<file path="config.mk">
export PLATFORM = sky130hd
export DESIGN_NAME = axis_parity_scheduler
export DESIGN_NICKNAME = d
export VERILOG_FILES = /design/src/rtl/parity_pkg.sv /design/src/rtl/rr_arbiter.sv /design/src/rtl/axis_parity_scheduler.sv
export SDC_FILE = /design/constraint.sdc
export NUM_CORES = 1
export LEC_CHECK = 0
export CAP_MARGIN = 10
export CORE_MARGIN = 2
export CORE_UTILIZATION = 35
export DETAILED_ROUTE_END_ITERATION = 12
export PLACE_DENSITY = 0.66
export REMOVE_ABC_BUFFERS = 1
export SYNTH_ARGS = -nofsm -noshare
export SYNTH_HDL_FRONTEND = slang
export SYNTH_SLANG_ARGS = --single-unit
</file>
<file path="constraint.sdc">
create_clock -name in_clock -period 2.41 [get_ports in_clock]
set_input_delay 0.6025 -clock in_clock [delete_from_list [all_inputs] [get_ports in_clock]]
set_output_delay 0.6025 -clock in_clock [all_outputs]
set_load 0.02 [all_outputs]
</file>
<file path="src/rtl/parity_pkg.sv">
// Shared definitions for the AXI-Stream parity scheduler:
// FSM state encoding, trailer byte layout and the byte-parity helper.
package parity_pkg;

  typedef enum logic [1:0] {
    ST_IDLE    = 2'd0,
    ST_STREAM  = 2'd1,
    ST_TRAILER = 2'd2,
    ST_WAIT    = 2'd3
  } state_e;

  // Trailer byte carries the parity in bit 0; the upper bits are zero.
  localparam logic [6:0] TRAILER_PAD = 7'b0000000;

  function automatic logic byte_parity(input logic [7:0] b);
    return ^b;
  endfunction

endpackage

</file>
<file path="src/rtl/rr_arbiter.sv">
// Combinational round-robin arbiter: the first requester at or after the
// pointer (wrapping) wins; returns one-hot grant and its index.
module rr_arbiter #(
  parameter int N_IN  = 4,
  parameter int IDX_W = $clog2(N_IN)
) (
  input  logic [N_IN-1:0]  req_i,
  input  logic [IDX_W-1:0] ptr_i,
  output logic [N_IN-1:0]  gnt_oh_o,
  output logic [IDX_W-1:0] gnt_idx_o
);

  logic             found_s;
  logic [IDX_W-1:0] cand_s;

  // Scan from farthest to nearest candidate so the nearest requester wins last.
  always_comb begin
    gnt_idx_o = '0;
    found_s   = 1'b0;
    cand_s    = '0;
    for (int k = N_IN - 1; k >= 0; k--) begin
      cand_s = IDX_W'((int'(ptr_i) + k) % N_IN);
      if (req_i[cand_s]) begin
        gnt_idx_o = cand_s;
        found_s   = 1'b1;
      end else begin
        gnt_idx_o = gnt_idx_o;
      end
    end
    gnt_oh_o = found_s ? ({{(N_IN-1){1'b0}}, 1'b1} << gnt_idx_o) : '0;
  end

endmodule

</file>
<file path="src/rtl/axis_parity_scheduler.sv">
// Packet-granular round-robin scheduler sharing one parity datapath between
// N_IN byte streams; forwards each packet and appends a parity trailer byte.
module axis_parity_scheduler
  import parity_pkg::*;
#(
  parameter int N_IN       = 4,
  parameter int PARITY_ODD = 0,
  parameter int CNT_W      = 16
) (
  input  logic                      in_clock,
  input  logic                      axis_aresetn,
  input  logic [N_IN-1:0]           axis_s_tvalid,
  input  logic [N_IN*8-1:0]         axis_s_tdata,
  input  logic [N_IN-1:0]           axis_s_tlast,
  output logic [N_IN-1:0]           axis_s_tready,
  output logic                      axis_m_tvalid,
  output logic [7:0]                axis_m_tdata,
  output logic                      axis_m_tlast,
  input  logic                      axis_m_tready,
  output logic [$clog2(N_IN)-1:0]   grant_idx,
  output logic                      busy,
  output logic [CNT_W-1:0]          pkt_count
);

  localparam int   IDX_W   = $clog2(N_IN);
  localparam logic ODD_BIT = (PARITY_ODD != 0) ? 1'b1 : 1'b0;

  state_e           state_q, state_d;
  logic [IDX_W-1:0] grant_q, grant_d;
  logic [IDX_W-1:0] rr_q, rr_d;
  logic             acc_q, acc_d;
  logic             m_valid_q, m_valid_d;
  logic [7:0]       m_data_q, m_data_d;
  logic             m_last_q, m_last_d;
  logic [CNT_W-1:0] cnt_q, cnt_d;

  logic [N_IN-1:0]  arb_oh_s;
  logic [IDX_W-1:0] arb_idx_s;
  logic             slot_free_s;
  logic             sel_valid_s;
  logic             sel_last_s;
  logic [7:0]       sel_data_s;

  rr_arbiter #(.N_IN(N_IN), .IDX_W(IDX_W)) u_arb (
    .req_i     (axis_s_tvalid),
    .ptr_i     (rr_q),
    .gnt_oh_o  (arb_oh_s),
    .gnt_idx_o (arb_idx_s)
  );

  assign slot_free_s = !m_valid_q || axis_m_tready;
  assign sel_valid_s = axis_s_tvalid[grant_q];
  assign sel_last_s  = axis_s_tlast[grant_q];
  assign sel_data_s  = axis_s_tdata[8*grant_q +: 8];

  // Next-state logic; an unreloaded output slot empties once the consumer takes it.
  always_comb begin
    state_d       = state_q;
    grant_d       = grant_q;
    rr_d          = rr_q;
    acc_d         = acc_q;
    cnt_d         = cnt_q;
    m_data_d      = m_data_q;
    m_last_d      = m_last_q;
    m_valid_d     = m_valid_q & ~axis_m_tready;
    axis_s_tready = '0;
    case (state_q)
      ST_IDLE: begin
        if (|arb_oh_s) begin
          grant_d = arb_idx_s;
          acc_d   = 1'b0;
          state_d = ST_STREAM;
        end else begin
          state_d = ST_IDLE;
        end
      end
      ST_STREAM: begin
        axis_s_tready[grant_q] = slot_free_s;
        if (sel_valid_s && slot_free_s) begin
          m_data_d  = sel_data_s;
          m_valid_d = 1'b1;
          m_last_d  = 1'b0;
          acc_d     = acc_q ^ byte_parity(sel_data_s);
          state_d   = sel_last_s ? ST_TRAILER : ST_STREAM;
        end else begin
          state_d = ST_STREAM;
        end
      end
      ST_TRAILER: begin
        if (slot_free_s) begin
          m_data_d  = {TRAILER_PAD, acc_q ^ ODD_BIT};
          m_valid_d = 1'b1;
          m_last_d  = 1'b1;
          state_d   = ST_WAIT;
        end else begin
          state_d = ST_TRAILER;
        end
      end
      ST_WAIT: begin
        if (m_valid_q && axis_m_tready && m_last_q) begin
          cnt_d   = cnt_q + CNT_W'(1);
          rr_d    = (grant_q == IDX_W'(N_IN - 1)) ? '0 : grant_q + IDX_W'(1);
          state_d = ST_IDLE;
        end else begin
          state_d = ST_WAIT;
        end
      end
      default: begin
        state_d = ST_IDLE;
      end
    endcase
  end

  // State, output slot and counters.
  always_ff @(posedge in_clock or negedge axis_aresetn) begin
    if (!axis_aresetn) begin
      state_q   <= ST_IDLE;
      grant_q   <= '0;
      rr_q      <= '0;
      acc_q     <= 1'b0;
      cnt_q     <= '0;
      m_valid_q <= 1'b0;
      m_data_q  <= 8'h00;
      m_last_q  <= 1'b0;
    end else begin
      state_q   <= state_d;
      grant_q   <= grant_d;
      rr_q      <= rr_d;
      acc_q     <= acc_d;
      cnt_q     <= cnt_d;
      m_valid_q <= m_valid_d;
      m_data_q  <= m_data_d;
      m_last_q  <= m_last_d;
    end
  end

  assign axis_m_tvalid = m_valid_q;
  assign axis_m_tdata  = m_data_q;
  assign axis_m_tlast  = m_last_q;
  assign grant_idx     = grant_q;
  assign pkt_count     = cnt_q;
  assign busy          = (state_q == ST_STREAM) || (state_q == ST_TRAILER);

endmodule

</file>
==> results.toml, run 1 <==
[clock_tree]
cts_tree = "yes"
cts_buffers = 5
clk_pin_slew_ps = 70
cts.sinks = 33
clock_latency_ps = 280
ctsHoldBuffers = 0
htree_levels = 2
cts_buffer_depth = 2
cts_root_buf = "clkbuf_8"

[global_routing]
grt.total_usage_pct = 15.9
grt_pass1_wl_um = 7960
grt_pass1_vias = 1791
grt_max_degree = 34
grt-ovfl-total = 0
antenna_found_initial = 0

[placement]
place_ws_ps = -277
port_buffers = 75
dp_hpwl_um = 3590
place_inst = 347
gp_congestion = 0.831

[critical_path]
r2r-start = "grant_idx[0]"
reg2reg_to = "acc_q"
slowest_delay_ps = 440
r2r_slack_ps = 280
worst_setup_path_start_kind = "input pin"
cp.required_ps = 1810
path_cells = "clkdlybuf4s50_1 -> nand2b_2 -> and3_1 -> clkdlybuf4s15_1"
cpMaxStageDelayCell = "clkdlybuf4s50_1"
crit_type = "in -> out"
critPathMaxFanout = 5
r2r_cells = 7
critPathArrivalTime_ps = 1750
crit_family = "buffers and inverters"
end_kind = "output pin"
worst-path-buf-inv = 2

[pwr]
power.combinational.fraction_pct = 57.8
vdd_drop_max_mv = 0.450
p_sw_mw = 1.11
p_leak_nw = 1.33
swShare_pct = 39.6
internal-power_mw = 1.70
cellPowerDensity_nw_per_um2 = 940
pwr-share-seq_pct = 28.2
clkPwrFrac_pct = 14.0

[route]
wl_met3_um = 255
drtPass1Iterations = 5
met2_length_um = 2210
ant_nets = 0
top_layer_used = "met4"
dr_total_vias = 1710
routed_wirelength_um = 4610
drt_iter0_drc = 35
drc = 0
wl_per_cell_um = 13.0
via_per_inst = 4.82
m1WireLength_um = 2130

[floorplanning]
dieHeight_um = 79.3
row_count = 27
die_area_um2 = 6300
initial_core_util_pct = 36.1
io_pins = 76
die_width_um = 79.3
core_um2 = 5510

[sta]
drv_slew = 0
worst_slew_pin_slew_ps = 544
period_needed_ps = 2360
worst_slack_ps = 54.0
finalHoldViolations = 0
rsz0062_at_grt = "no"
fin_worst_skew_ps = 3.33
fin_crit_sh_pct = 97.8
setup_violations = 0
setup_tns_ps = 0
fmax_mhz = 424
relSlewSlack_pct = 63.7

[worst_hold_path]
min_path_cells = 1
hold_start = "pkt_count[15]"
hp-class = "reg -> reg"
hold_path_end = "pkt_count[15]"

[synth]
synth_warnings = 0
synth_cells = 190
ys_ff_latch = 33
syn_avg_cell_area_um2 = 10.5
yosysSeqAreaShare_pct = 41.6
syn_area_um2 = 1990
synthDistinctLibCells = 30

[layout]
drive_above_1_share_pct = 11.3
layout_commonest_cell = "clkdlybuf4s50_1"
nFillCells = 506
final_cell_mix = "71 x clkdlybuf4s50_1, 33 x dfrtp_1, 19 x nand2_1, 16 x inv_1, 16 x buf_4"
area_growth_pct = 50.5
final_nets = 334
fin_cells = 355
final_core_util_pct = 54.3
num_antenna_cells = 0

[outcome]
status = "complete, no violations"

[job]
maxCapViolations = 0
==> worst reg2reg max path, delay by kind of cell, from the launching register on <==
kind            cells  cell delay [ps]
mux                 1              640
compound gates      2              280
buf+inv             1              220
flops               1              350
xor+xnor            3              540
==> what timing repair did <==
| item | 4_1_cts | 5_1_grt |
|---|---|---|
| gates resized for setup | 8 | 3 |
| endpoints found under the setup margin | 4 | 9 |
| buffers inserted | 0 | 0 |
==> power by group through the flow <==
stage | Sequential [mW] | Combinational (mW) | Clock [mW]
after detailed placement | 0.802 | 1.64 | 0
after global placement | 0.796 | 1.62 | 0
after floorplan | 0.960 | 0.856 | 0
final | 0.792 | 1.63 | 0.393
after global routing | 0.809 | 1.79 | 0.438
after CTS | 0.792 | 1.64 | 0.413
==> flip-flops by register name, indices dropped and copies added, names as in the netlist <==
signal         flops
pkt_count         16
axis_m_tdata       8
grant_idx          2
rr_q               2
state_q            2
acc_q              1
axis_m_tlast       1
axis_m_tvalid      1
==> final cells by class <==
type | instances | area, µm² | area share, %
clock buffers | 6 | 72.6 | 2.43
clock inverters | 2 | 10.0 | 0.335
inverters | 16 | 60.1 | 2.01
multi-input cells | 135 | 1070 | 35.6
flip-flops and latches | 33 | 826 | 27.6
well taps | 72 | 90.1 | 3.01
repair buffers | 91 | 866 | 29.0
==> synthesized netlist by cell type <==
| cell type | instances | area (µm²) |
|---|---|---|
| dfrtp_1 | 33 | 826 |
| nand2_1 | 19 | 71.3 |
| inv_1 | 16 | 60.1 |
| xnor2_1 | 15 | 131 |
| o21ai_0 | 12 | 60.1 |
| nor2_1 | 11 | 41.3 |
| ha_1 | 9 | 113 |
| nand3_1 | 9 | 45.0 |
| a21oi_1 | 8 | 40.0 |
| and3_1 | 8 | 50.1 |
| nand3b_1 | 7 | 52.6 |
| xor2_1 | 6 | 52.6 |
| mux4_1 | 5 | 131 |
| mux4_2 | 5 | 113 |
| clkbuf_1 | 4 | 15.0 |
| nand2b_1 | 4 | 25.0 |
| and2_1 | 3 | 18.8 |
| mux2i_1 | 2 | 20.0 |
| nand4_1 | 2 | 12.5 |
| o22ai_1 | 2 | 12.5 |
| a222oi_1 | 1 | 10.0 |
| a22oi_1 | 1 | 7.51 |
| a31o_1 | 1 | 8.76 |
| buf_6 | 1 | 11.3 |
| clkbuf_8 | 1 | 13.8 |
| nor2b_1 | 1 | 6.26 |
| nor4_1 | 1 | 6.26 |
| o221ai_1 | 1 | 8.76 |
| o31ai_1 | 1 | 7.51 |
| xnor2_2 | 1 | 16.3 |
==> kinds of logic after synthesis <==
| kind of cell | count (synthesis) | synth area share, % |
|---|---|---|
| AND/OR/NAND/NOR | 65 | 16.6 |
| flip-flops | 33 | 41.6 |
| AO/OA/AOI/OAI | 27 | 7.81 |
| XOR/XNOR | 22 | 10.1 |
| buffers and inverters | 22 | 5.04 |
| multiplexers | 12 | 13.3 |
| adder cells (fa/ha/maj) | 9 | 5.67 |
==> through the flow <==
stage / area (µm²) / total power [mW] / hold slack (ps)
finish: 2990 / 2.81 / 469
global route: 2990 / 3.04 / 504
CTS: 2990 / 2.85 / 474
detailed placement: 2910 / 2.44 / 465
global placement: 2910 / 2.42 / 461
floorplan: 1950 / 1.82 / 307
==> metal layers <==
| layer | up-vias | GRT usage (%) |
|---|---|---|
| li1 | 847 | - |
| met1 | 819 | 19.5 |
| met2 | 42 | 27.7 |
| met3 | 2 | 4.89 |
| met4 | 0 | 3.28 |
| met5 | - | 0 |
==> worst max path at each step <==
| stage | startpoint | to | slack (ps) | cells past startpoint |
|---|---|---|---|---|
| global placement | axis_m_tready | axis_s_tready[1] | -270 | 4 |
| CTS | axis_m_tready | axis_s_tready[1] | 9 | 4 |
| global route | axis_m_tready | axis_s_tready[0] | 10 | 4 |
| floorplan | grant_idx[0] | acc_q | 80 | 6 |
| finish | axis_m_tready | axis_s_tready[3] | 50 | 4 |
| detailed placement | axis_m_tready | axis_s_tready[3] | -280 | 4 |
Power figures use the tool's default switching activity.
==> run 2: changes to the inputs <==
--- a/config.mk
+++ b/config.mk
@@ -6,10 +6,12 @@
 export NUM_CORES = 1
 export LEC_CHECK = 0
 export CAP_MARGIN = 10
+export CORE_ASPECT_RATIO = 0.5
 export CORE_MARGIN = 2
 export CORE_UTILIZATION = 35
 export DETAILED_ROUTE_END_ITERATION = 12
 export PLACE_DENSITY = 0.66
+export RECOVER_POWER = 50
 export REMOVE_ABC_BUFFERS = 1
 export SYNTH_ARGS = -nofsm -noshare
 export SYNTH_HDL_FRONTEND = slang
==> results.toml, run 2 (synthesized netlist as in run 1, its figures left out) <==
[outcome]
status = "complete, no violations"

[route]
drt_iter0_drc = 115
wl_per_cell_um = 13.8
via_per_inst = 4.72
routed_wirelength_um = 4900
drtPass1Iterations = 5
ant_nets = 0
drc = 0
dr_total_vias = 1680

[global_routing]
grt_pass1_vias = 1630
grt_max_degree = 34
grt_pass1_wl_um = 8050
antenna_found_initial = 0
grt-ovfl-total = 0
grt.total_usage_pct = 16.1

[critical_path]
cp.required_ps = 1810
slowest_delay_ps = 490
worst_setup_path_start_kind = "input pin"
critPathArrivalTime_ps = 1750
critPathMaxFanout = 5
cpMaxStageDelayCell = "clkdlybuf4s50_1"
crit_type = "in -> out"
worst-path-buf-inv = 2
crit_family = "buffers and inverters"
end_kind = "output pin"
path_cells = "clkdlybuf4s50_1 -> nand2b_1 -> and3_1 -> clkdlybuf4s15_1"

[layout]
layout_commonest_cell = "clkdlybuf4s50_1"
final_core_util_pct = 55.7
num_antenna_cells = 0
largest_reg_flops = 16
nFillCells = 488
drive_above_1_share_pct = 10.6
final_nets = 334
area_growth_pct = 53.1
final_cell_mix = "66 x clkdlybuf4s50_1, 33 x dfrtp_1, 19 x nand2_1, 16 x inv_1, 15 x xnor2_1"
fin_cells = 356

[placement]
dp_hpwl_um = 3830
port_buffers = 75
gp_congestion = 0.733
place_inst = 348
place_ws_ps = -243

[clock_tree]
cts.sinks = 33
clk_pin_slew_ps = 50
cts_root_buf = "clkbuf_16"
clock_latency_ps = 270
htree_levels = 2
cts_buffers = 5
ctsHoldBuffers = 0
cts_buffer_depth = 2
cts_tree = "yes"

[floorplanning]
row_count = 19
core_um2 = 5470
dieHeight_um = 57.3
initial_core_util_pct = 36.3
die_width_um = 111
io_pins = 76
die_area_um2 = 6330

[sta]
fin_worst_skew_ps = 1.36
setup_tns_ps = 0
rsz0062_at_grt = "no"
period_needed_ps = 2350
worst_slew_pin_slew_ps = 822
setup_violations = 0
fin_crit_sh_pct = 97.6
relSlewSlack_pct = 45.2
worst_slack_ps = 57.6
hold_ws_ps = 471
fmax_mhz = 425
finalHoldViolations = 0
drv_slew = 0

[pwr]
p_leak_nw = 1.35
cellPowerDensity_nw_per_um2 = 1000
vdd_drop_max_mv = 0.423

[job]
maxCapViolations = 0

[worst_hold_path]
hp-class = "reg -> reg"
==> run 2: changes by cell type in the layout (fill, tap and decap cells not counted), moves of 2 or more <==
cell and delta:
buf_4 -5, clkbuf_1 +2, clkbuf_16 +5, clkbuf_2 +2, clkbuf_8 -5, clkdlybuf4s50_1 -5
dlygate4sd3_1 +5
==> run 2: what timing repair did <==
action                                  in CTS  in global routing
endpoints found under the setup margin       4                  5
buffers inserted                             0                  0
resized for setup                            4                  7
==> run 2: metrics by stage <==
stage	instance area (µm²)	power, mW
4_1_cts	3060	3.10
6_report	3040	3.05
2_1_floorplan	1950	1.82
5_1_grt	3040	3.28
3_5_place_dp	2920	2.48
3_3_place_gp	2920	2.44
==> run 2: final cells by class <==
cell class                      instances  area (µm²)  share of cell area (%)
Clock inverter                          3        17.5                   0.576
Sequential cell                        33         826                    27.1
Clock buffer                            5         125                    4.11
Tap cell                               73        91.3                    3.00
Inverter                               16        60.1                    1.97
Timing Repair Buffer                   91         860                    28.2
Multi-Input combinational cell        135        1060                    35.0
==> run 2: report_power, final <==
group	total (mW)	switching (mW)	internal [mW]
Sequential	0.806	0.111	0.695
Clock	0.608	0.230	0.378
Combinational	1.64	0.820	0.818
Total	3.05	1.16	1.89
==> run 2: per-layer routing <==
metal / global-route usage (%) / vias to the layer above / share of wire, %
met5: 0 / - / 0
li1: - / 850 / -
met1: 22.4 / 778 / 49
met2: 26.0 / 50 / 47
met3: 3.72 / 2 / 4.0
met4: 3.75 / 0 / 0.45
==> run 2: path summary, 6_finish.rpt <==
| path | start | endpoint | slack, ps | cells past startpoint |
|---|---|---|---|---|
| worst max-delay path | axis_m_tready | axis_s_tready[3] | 60 | 4 |
| worst min-delay path | pkt_count[15] | pkt_count[15] | 470 | 1 |
| worst max register to register | grant_idx[0] | acc_q | 300 | 7 |
| worst min register to register | pkt_count[15] | pkt_count[15] | 470 | 1 |
| max in group asynchronous | axis_aresetn | pkt_count[4] | 940 | 2 |
| min in group asynchronous | axis_aresetn | rr_q[0] | 950 | 2 |
